<file path="src/rtl/sccb_config_seq.sv">
// Camera register-initialisation sequencer: walks a {sub_addr, value} ROM table and
// issues SCCB writes (with optional read-back verify) through a start/done handshake.
module sccb_config_seq #(
  parameter logic [7:0]  DEV_ID         = 8'h42,
  parameter bit          VERIFY         = 1'b1,
  parameter logic [23:0] DELAY_CYCLES   = 24'd240000,
  parameter logic [23:0] TIMEOUT_CYCLES = 24'd1000000
) (
  input  logic        XCLK,
  input  logic        RST,
  input  logic        go,
  output logic [7:0]  rom_addr,
  input  logic [15:0] rom_data,
  output logic        sccb_start,
  output logic [7:0]  sccb_ip_addr,
  output logic [7:0]  sccb_sub_addr,
  output logic [7:0]  sccb_data_in,
  input  logic [7:0]  sccb_data_out,
  input  logic        sccb_done,
  output logic        busy,
  output logic        cfg_done,
  output logic        err,
  output logic        timeout,
  output logic [7:0]  err_count
);

  typedef enum logic [3:0] {
    IDLE, FETCH, DECODE, WR_REQ, WR_WAIT, WR_REL, RD_REQ,
    RD_WAIT, RD_REL, CHECK, DELAY, NEXT, FINISH
  } state_t;

  state_t      state, state_d;
  logic [7:0]  rom_addr_d, ip_d, sub_d, data_d, rd_byte, rd_byte_d, err_count_d;
  logic        start_d, busy_d, cfg_done_d, err_d, timeout_d;
  logic [23:0] cnt, cnt_d;
  logic        cnt_last_to, cnt_last_dly;

  // cnt holds cycles already spent in the current state; compare one ahead so the
  // state lasts exactly the configured number of cycles
  assign cnt_last_to  = ({1'b0, cnt} + 25'd1) >= {1'b0, TIMEOUT_CYCLES};
  assign cnt_last_dly = ({1'b0, cnt} + 25'd1) >= {1'b0, DELAY_CYCLES};

  always_ff @(posedge XCLK) begin
    if (RST) begin
      state         <= IDLE;
      rom_addr      <= '0;
      sccb_start    <= 1'b0;
      sccb_ip_addr  <= DEV_ID;
      sccb_sub_addr <= '0;
      sccb_data_in  <= '0;
      busy          <= 1'b0;
      cfg_done      <= 1'b0;
      err           <= 1'b0;
      timeout       <= 1'b0;
      err_count     <= '0;
      rd_byte       <= '0;
      cnt           <= '0;
    end else begin
      state         <= state_d;
      rom_addr      <= rom_addr_d;
      sccb_start    <= start_d;
      sccb_ip_addr  <= ip_d;
      sccb_sub_addr <= sub_d;
      sccb_data_in  <= data_d;
      busy          <= busy_d;
      cfg_done      <= cfg_done_d;
      err           <= err_d;
      timeout       <= timeout_d;
      err_count     <= err_count_d;
      rd_byte       <= rd_byte_d;
      cnt           <= cnt_d;
    end
  end

  always_comb begin
    state_d     = state;
    rom_addr_d  = rom_addr;
    start_d     = sccb_start;
    ip_d        = sccb_ip_addr;
    sub_d       = sccb_sub_addr;
    data_d      = sccb_data_in;
    busy_d      = busy;
    cfg_done_d  = cfg_done;
    err_d       = err;
    timeout_d   = timeout;
    err_count_d = err_count;
    rd_byte_d   = rd_byte;

    unique case (state)
      IDLE: begin
        if (go) begin
          rom_addr_d  = '0;
          cfg_done_d  = 1'b0;
          err_d       = 1'b0;
          timeout_d   = 1'b0;
          err_count_d = '0;
          busy_d      = 1'b1;
          state_d     = FETCH;
        end
      end
      FETCH: state_d = DECODE;
      DECODE: begin
        if (rom_data == 16'hFFFF) begin
          state_d = FINISH;
        end else if (rom_data == 16'hFFF0) begin
          state_d = DELAY;
        end else begin
          sub_d   = rom_data[15:8];
          data_d  = rom_data[7:0];
          ip_d    = DEV_ID & 8'hFE;
          state_d = WR_REQ;
        end
      end
      WR_REQ: begin
        start_d = 1'b1;
        state_d = WR_WAIT;
      end
      WR_WAIT: begin
        if (sccb_done) begin
          start_d = 1'b0;
          state_d = WR_REL;
        end else if (cnt_last_to) begin
          start_d   = 1'b0;
          err_d     = 1'b1;
          timeout_d = 1'b1;
          state_d   = FINISH;
        end
      end
      WR_REL: begin
        if (!sccb_done) begin
          state_d = VERIFY ? RD_REQ : NEXT;
        end else if (cnt_last_to) begin
          err_d     = 1'b1;
          timeout_d = 1'b1;
          state_d   = FINISH;
        end
      end
      RD_REQ: begin
        ip_d    = DEV_ID | 8'h01;
        start_d = 1'b1;
        state_d = RD_WAIT;
      end
      RD_WAIT: begin
        if (sccb_done) begin
          rd_byte_d = sccb_data_out;
          start_d   = 1'b0;
          state_d   = RD_REL;
        end else if (cnt_last_to) begin
          start_d   = 1'b0;
          err_d     = 1'b1;
          timeout_d = 1'b1;
          state_d   = FINISH;
        end
      end
      RD_REL: begin
        if (!sccb_done) begin
          state_d = CHECK;
        end else if (cnt_last_to) begin
          err_d     = 1'b1;
          timeout_d = 1'b1;
          state_d   = FINISH;
        end
      end
      CHECK: begin
        if (rd_byte != sccb_data_in) begin
          err_d = 1'b1;
          if (err_count != 8'hFF) err_count_d = err_count + 8'd1;
        end
        state_d = NEXT;
      end
      DELAY: begin
        if (cnt_last_dly) state_d = NEXT;
      end
      NEXT: begin
        if (rom_addr == 8'hFF) begin
          state_d = FINISH;
        end else begin
          rom_addr_d = rom_addr + 8'd1;
          state_d    = FETCH;
        end
      end
      FINISH: begin
        busy_d     = 1'b0;
        cfg_done_d = 1'b1;
        state_d    = IDLE;
      end
      default: state_d = IDLE;
    endcase

    // one shared counter serves the timeout and delay states; any state change restarts it
    cnt_d = (state_d != state) ? '0 : cnt + 24'd1;
  end

endmodule
</file>
<file path="config.mk">
export PLATFORM = sky130hd
export DESIGN_NAME = sccb_config_seq
export DESIGN_NICKNAME = d
export VERILOG_FILES = /design/src/rtl/sccb_config_seq.sv
export SDC_FILE = /design/constraint.sdc
export NUM_CORES = 1
export LEC_CHECK = 0
export ABC_AREA = 1
export CAP_MARGIN = 20
export CORE_MARGIN = 1.5
export CORE_UTILIZATION = 30
export CTS_BUF_LIST = sky130_fd_sc_hd__clkbuf_4 sky130_fd_sc_hd__clkbuf_8
export CTS_CLUSTER_SIZE = 12
export DETAILED_ROUTE_END_ITERATION = 12
export GPL_ROUTABILITY_DRIVEN = 0
export HOLD_SLACK_MARGIN = 0.12
export PLACE_DENSITY = 0.54
export SYNTH_ARGS = -nofsm -noshare
export SYNTH_HDL_FRONTEND = slang
export SYNTH_SLANG_ARGS = --single-unit
</file>
<file path="constraint.sdc">
create_clock -name XCLK -period 3 [get_ports XCLK]
set_input_delay 0.3 -clock XCLK [delete_from_list [all_inputs] [get_ports XCLK]]
set_output_delay 0.3 -clock XCLK [all_outputs]
set_load 0.02 [all_outputs]
</file>
==> out/results.tsv <==
metric	value	unit
outcome	completed	
Residual DRC	0	
worst rel slew slack	0.524	
maximum VDD drop	197	uV
DP HPWL	9.08	mm
CP required	3.29	ns
antenna viol nets, final	0	
vias in the first global route	4302	
slowest cell on the critical path	dfxtp_2	
commonest cells after routing, fill and taps aside	177 x nand2_1, 132 x nor2_1, 89 x inv_1	
crit-path max FO	24	
vias per cell	4.65	
hold path start	busy	
cell repeated most along the worst path	nand2_1	
Post-Syn Area	4340	sq um
# rows	43	
Power per Cell Area	430	nW/um^2
r2r setup slk	0.34	ns
layout cells sized above 1	0.0789	
first-pass GRT wire length	20.1	mm
clk slew on worst S/H paths	0.08	ns
static leakage	0.00215	uW
reg2reg end	cnt[22]	
initial antenna violation count	0	
Post-Route Setup TNS	0	ns
Hold Vio Cnt, Final	0	
Internal	1600	uW
Worst Path Arrival	2.95	ns
Max Transition Viols Final	0	
total power	2310	uW
final wirelength	11.6	mm
Initial Utilization	0.310	
Seq/Total Area, Yosys	0.341	
Clock Skews	0.0125	ns
worst r2r path cells	20	
Starting DRT DRC Count	197	
via count	4430	
CTS tree	built	
start of the worst register-to-register path	cnt[0]	
commonest non-fill, non-tap cell in the layout	nand2_1	
CTS Buf Count	9	
Hold Path Sink	busy	
Congestion Overflow GR	0	
Buf/Inv on CP	1	
Setup Viol. Count Final	0	
clock network fraction of total power	0.313	
CTS H-Tree Depth	3	
clock latency on the worst-skew pair	0.36	ns
critical path type	reg -> reg	
FF+latch count, synth	74	
Total GRT Usage	0.167	
post-DR wirelength/cell	12.2	um
period utilization	0.888	
Worst setup SP type	register	
RSZ-0062 raised after global routing	no	
CP max stage delay	0.39	ns
root buffer cell	clkbuf_8	
number of max-cap violations	0	
Clock Path Buffers	2	
Syn Area/Cell	6.22	sq um
Peak Freq	375	MHz
die height	123	um
Tmin final	2.66	ns
Crit. End Element	register	
Reg power frac	0.471	
Sink Count	74	
Yosys cell types	38	
crit-path cells	ha_1 > nand2_1 > nor2_4 > nand3_1 > nor2_1 > nand2_1 > nand2_1 > nand2_1 > nor2_1 > nand2_1 > nand2_1 > nand2_2 > nand3_1 > nand2_1 > nand3_1 > nand2_1 > nor2_1 > nand3_2 > buf_12 > nor2_1	
largest net degree at the start of global routing	26	
Hold Path Class	reg -> reg	
Hold WS	0.474	ns
die area	15200	sq um
Die X	123	um
Combinational Power Share	0.215	
hold path depth	2	
Top Family by Delay on Critical Path	simple AND/OR/NAND/NOR gates	
DR pass1 iterations	4	
Synthesis Warnings	0	
Worst-Margin Slew	0.696	ns
synthesized instance count	698	
core box area	14000	sq um
# IOs	73	
layout overhead on the synthesized area	23.8	%
Sw Share	0.305	
Port Buffers	65	
final net count	801	
Post-CTS Hold Buffers	0	
Net Sw Power	704	uW
antenna cell count	0	
-- Yosys cell counts --
| master | number | area (sq um) |
|---|---|---|
| a2111oi_0 | 1 | 8.76 |
| a211oi_1 | 5 | 37.5 |
| a21oi_1 | 32 | 160 |
| a21oi_2 | 1 | 8.76 |
| a21oi_4 | 1 | 16.3 |
| a221oi_1 | 1 | 8.76 |
| a31oi_1 | 1 | 6.26 |
| and3_1 | 1 | 6.26 |
| buf_4 | 7 | 52.6 |
| buf_6 | 3 | 33.8 |
| clkbuf_1 | 7 | 26.3 |
| clkinv_1 | 1 | 3.75 |
| conb_1 | 2 | 7.51 |
| dfxtp_1 | 74 | 1480 |
| ha_1 | 4 | 50.1 |
| inv_1 | 89 | 334 |
| inv_2 | 1 | 3.75 |
| nand2_1 | 177 | 664 |
| nand2_2 | 4 | 25.0 |
| nand2_4 | 1 | 11.3 |
| nand3_1 | 41 | 205 |
| nand3_2 | 2 | 20.0 |
| nand3b_1 | 4 | 30.0 |
| nand4_1 | 17 | 106 |
| nor2_1 | 132 | 495 |
| nor2_2 | 16 | 100 |
| nor2_4 | 5 | 56.3 |
| nor3_1 | 11 | 55.1 |
| nor4_1 | 5 | 31.3 |
| o21a_1 | 1 | 7.51 |
| o21ai_0 | 36 | 180 |
| o21ai_1 | 2 | 10.0 |
| o21bai_1 | 1 | 7.51 |
| o22ai_1 | 1 | 6.26 |
| or2_2 | 5 | 31.3 |
| or4_1 | 1 | 7.51 |
| xnor2_1 | 4 | 35.0 |
| xor2_1 | 1 | 8.76 |
-- power groups by stage --
| stage | clock (uW) | sequential, uW | combinational [uW] |
|---|---|---|---|
| finish | 723 | 1090 | 498 |
| global route | 795 | 1100 | 556 |
| CTS | 757 | 1090 | 500 |
| detailed placement | 0 | 1110 | 498 |
| global placement | 0 | 1110 | 493 |
| floorplan | 0 | 1150 | 260 |
-- cell type report --
class,count,area [sq um]
fillers,1568,8620
clock inverters,2,12.5
flip-flops and latches,74,1480
inverters,91,342
repair buffers,72,716
clock buffers,13,166
multi-input cells,521,2430
well taps,180,225
-- how the worst max path moves through the flow --
stage | from | end | cells after the start
final | cnt[0] | cnt[22] | 20
after global routing | cnt[0] | cnt[17] | 21
after CTS | cnt[0] | cnt[22] | 19
after detailed placement | cnt[0] | cnt[22] | 19
after global placement | cnt[0] | cnt[15] | 19
after floorplan | cnt[0] | cnt[0] | 18
-- cells by family (layout without fill, tap and decap cells) --
logic type | count (synthesis) | after routing | synth area share
DFF | 74 | 74 | 0.341
buffers and inverters | 108 | 178 | 0.105
and+or+nand+nor | 422 | 422 | 0.425
adders and majority gates | 4 | 4 | 0.0115
xor gates and xnor gates | 5 | 5 | 0.0101
other | 2 | 7 | 0.00173
AOI/OAI and AO/OA | 83 | 83 | 0.106
-- per-stage QoR --
step / std cells / utilization / instance area, sq um / worst slack [ns]
final: 953 / 0.384 / 5370 / 0.336
after detailed placement: 936 / 0.370 / 5170 / 0.218
after global routing: 953 / 0.384 / 5370 / 0.0265
after global placement: 936 / 0.370 / 5170 / 0.272
after CTS: 951 / 0.383 / 5350 / 0.192
after floorplan: 703 / - / 4360 / 0.607
-- flip-flops by register name, indices dropped and copies added (netlist names), 4 cells and up --
name           flops
rom_addr           8
state              4
sccb_data_in       8
sccb_sub_addr      8
cnt               24
rd_byte            8
err_count          8
-- worst reg2reg max path: stages (launching register included) --
cell,delay [ns]
dfxtp_2,0.39
ha_1,0.20
nand2_1,0.11
nor2_4,0.20
nand3_1,0.16
nor2_1,0.15
nand2_1,0.07
nand2_1,0.14
nand2_1,0.07
nor2_1,0.09
nand2_1,0.05
nand2_1,0.07
nand2_2,0.09
nand3_1,0.10
nand2_1,0.09
nand3_1,0.08
nand2_1,0.05
nor2_1,0.11
nand3_2,0.10
buf_12,0.18
nor2_1,0.10
-- timing repair --
action / 4_1_cts / 5_1_grt
setup endpoints to repair: 0 / 24
resized for setup: 0 / 3
setup buffers: 0 / 2
-- per-layer routing --
metal  vias up  wire [um]  track usage
li1       2348          -            -
met1      1988       5560        0.213
met2        76       5290        0.272
met3        18        491       0.0374
met4         0        250       0.0718
met5         -          0            0
Note: power is estimated with default switching activity, not from simulation.
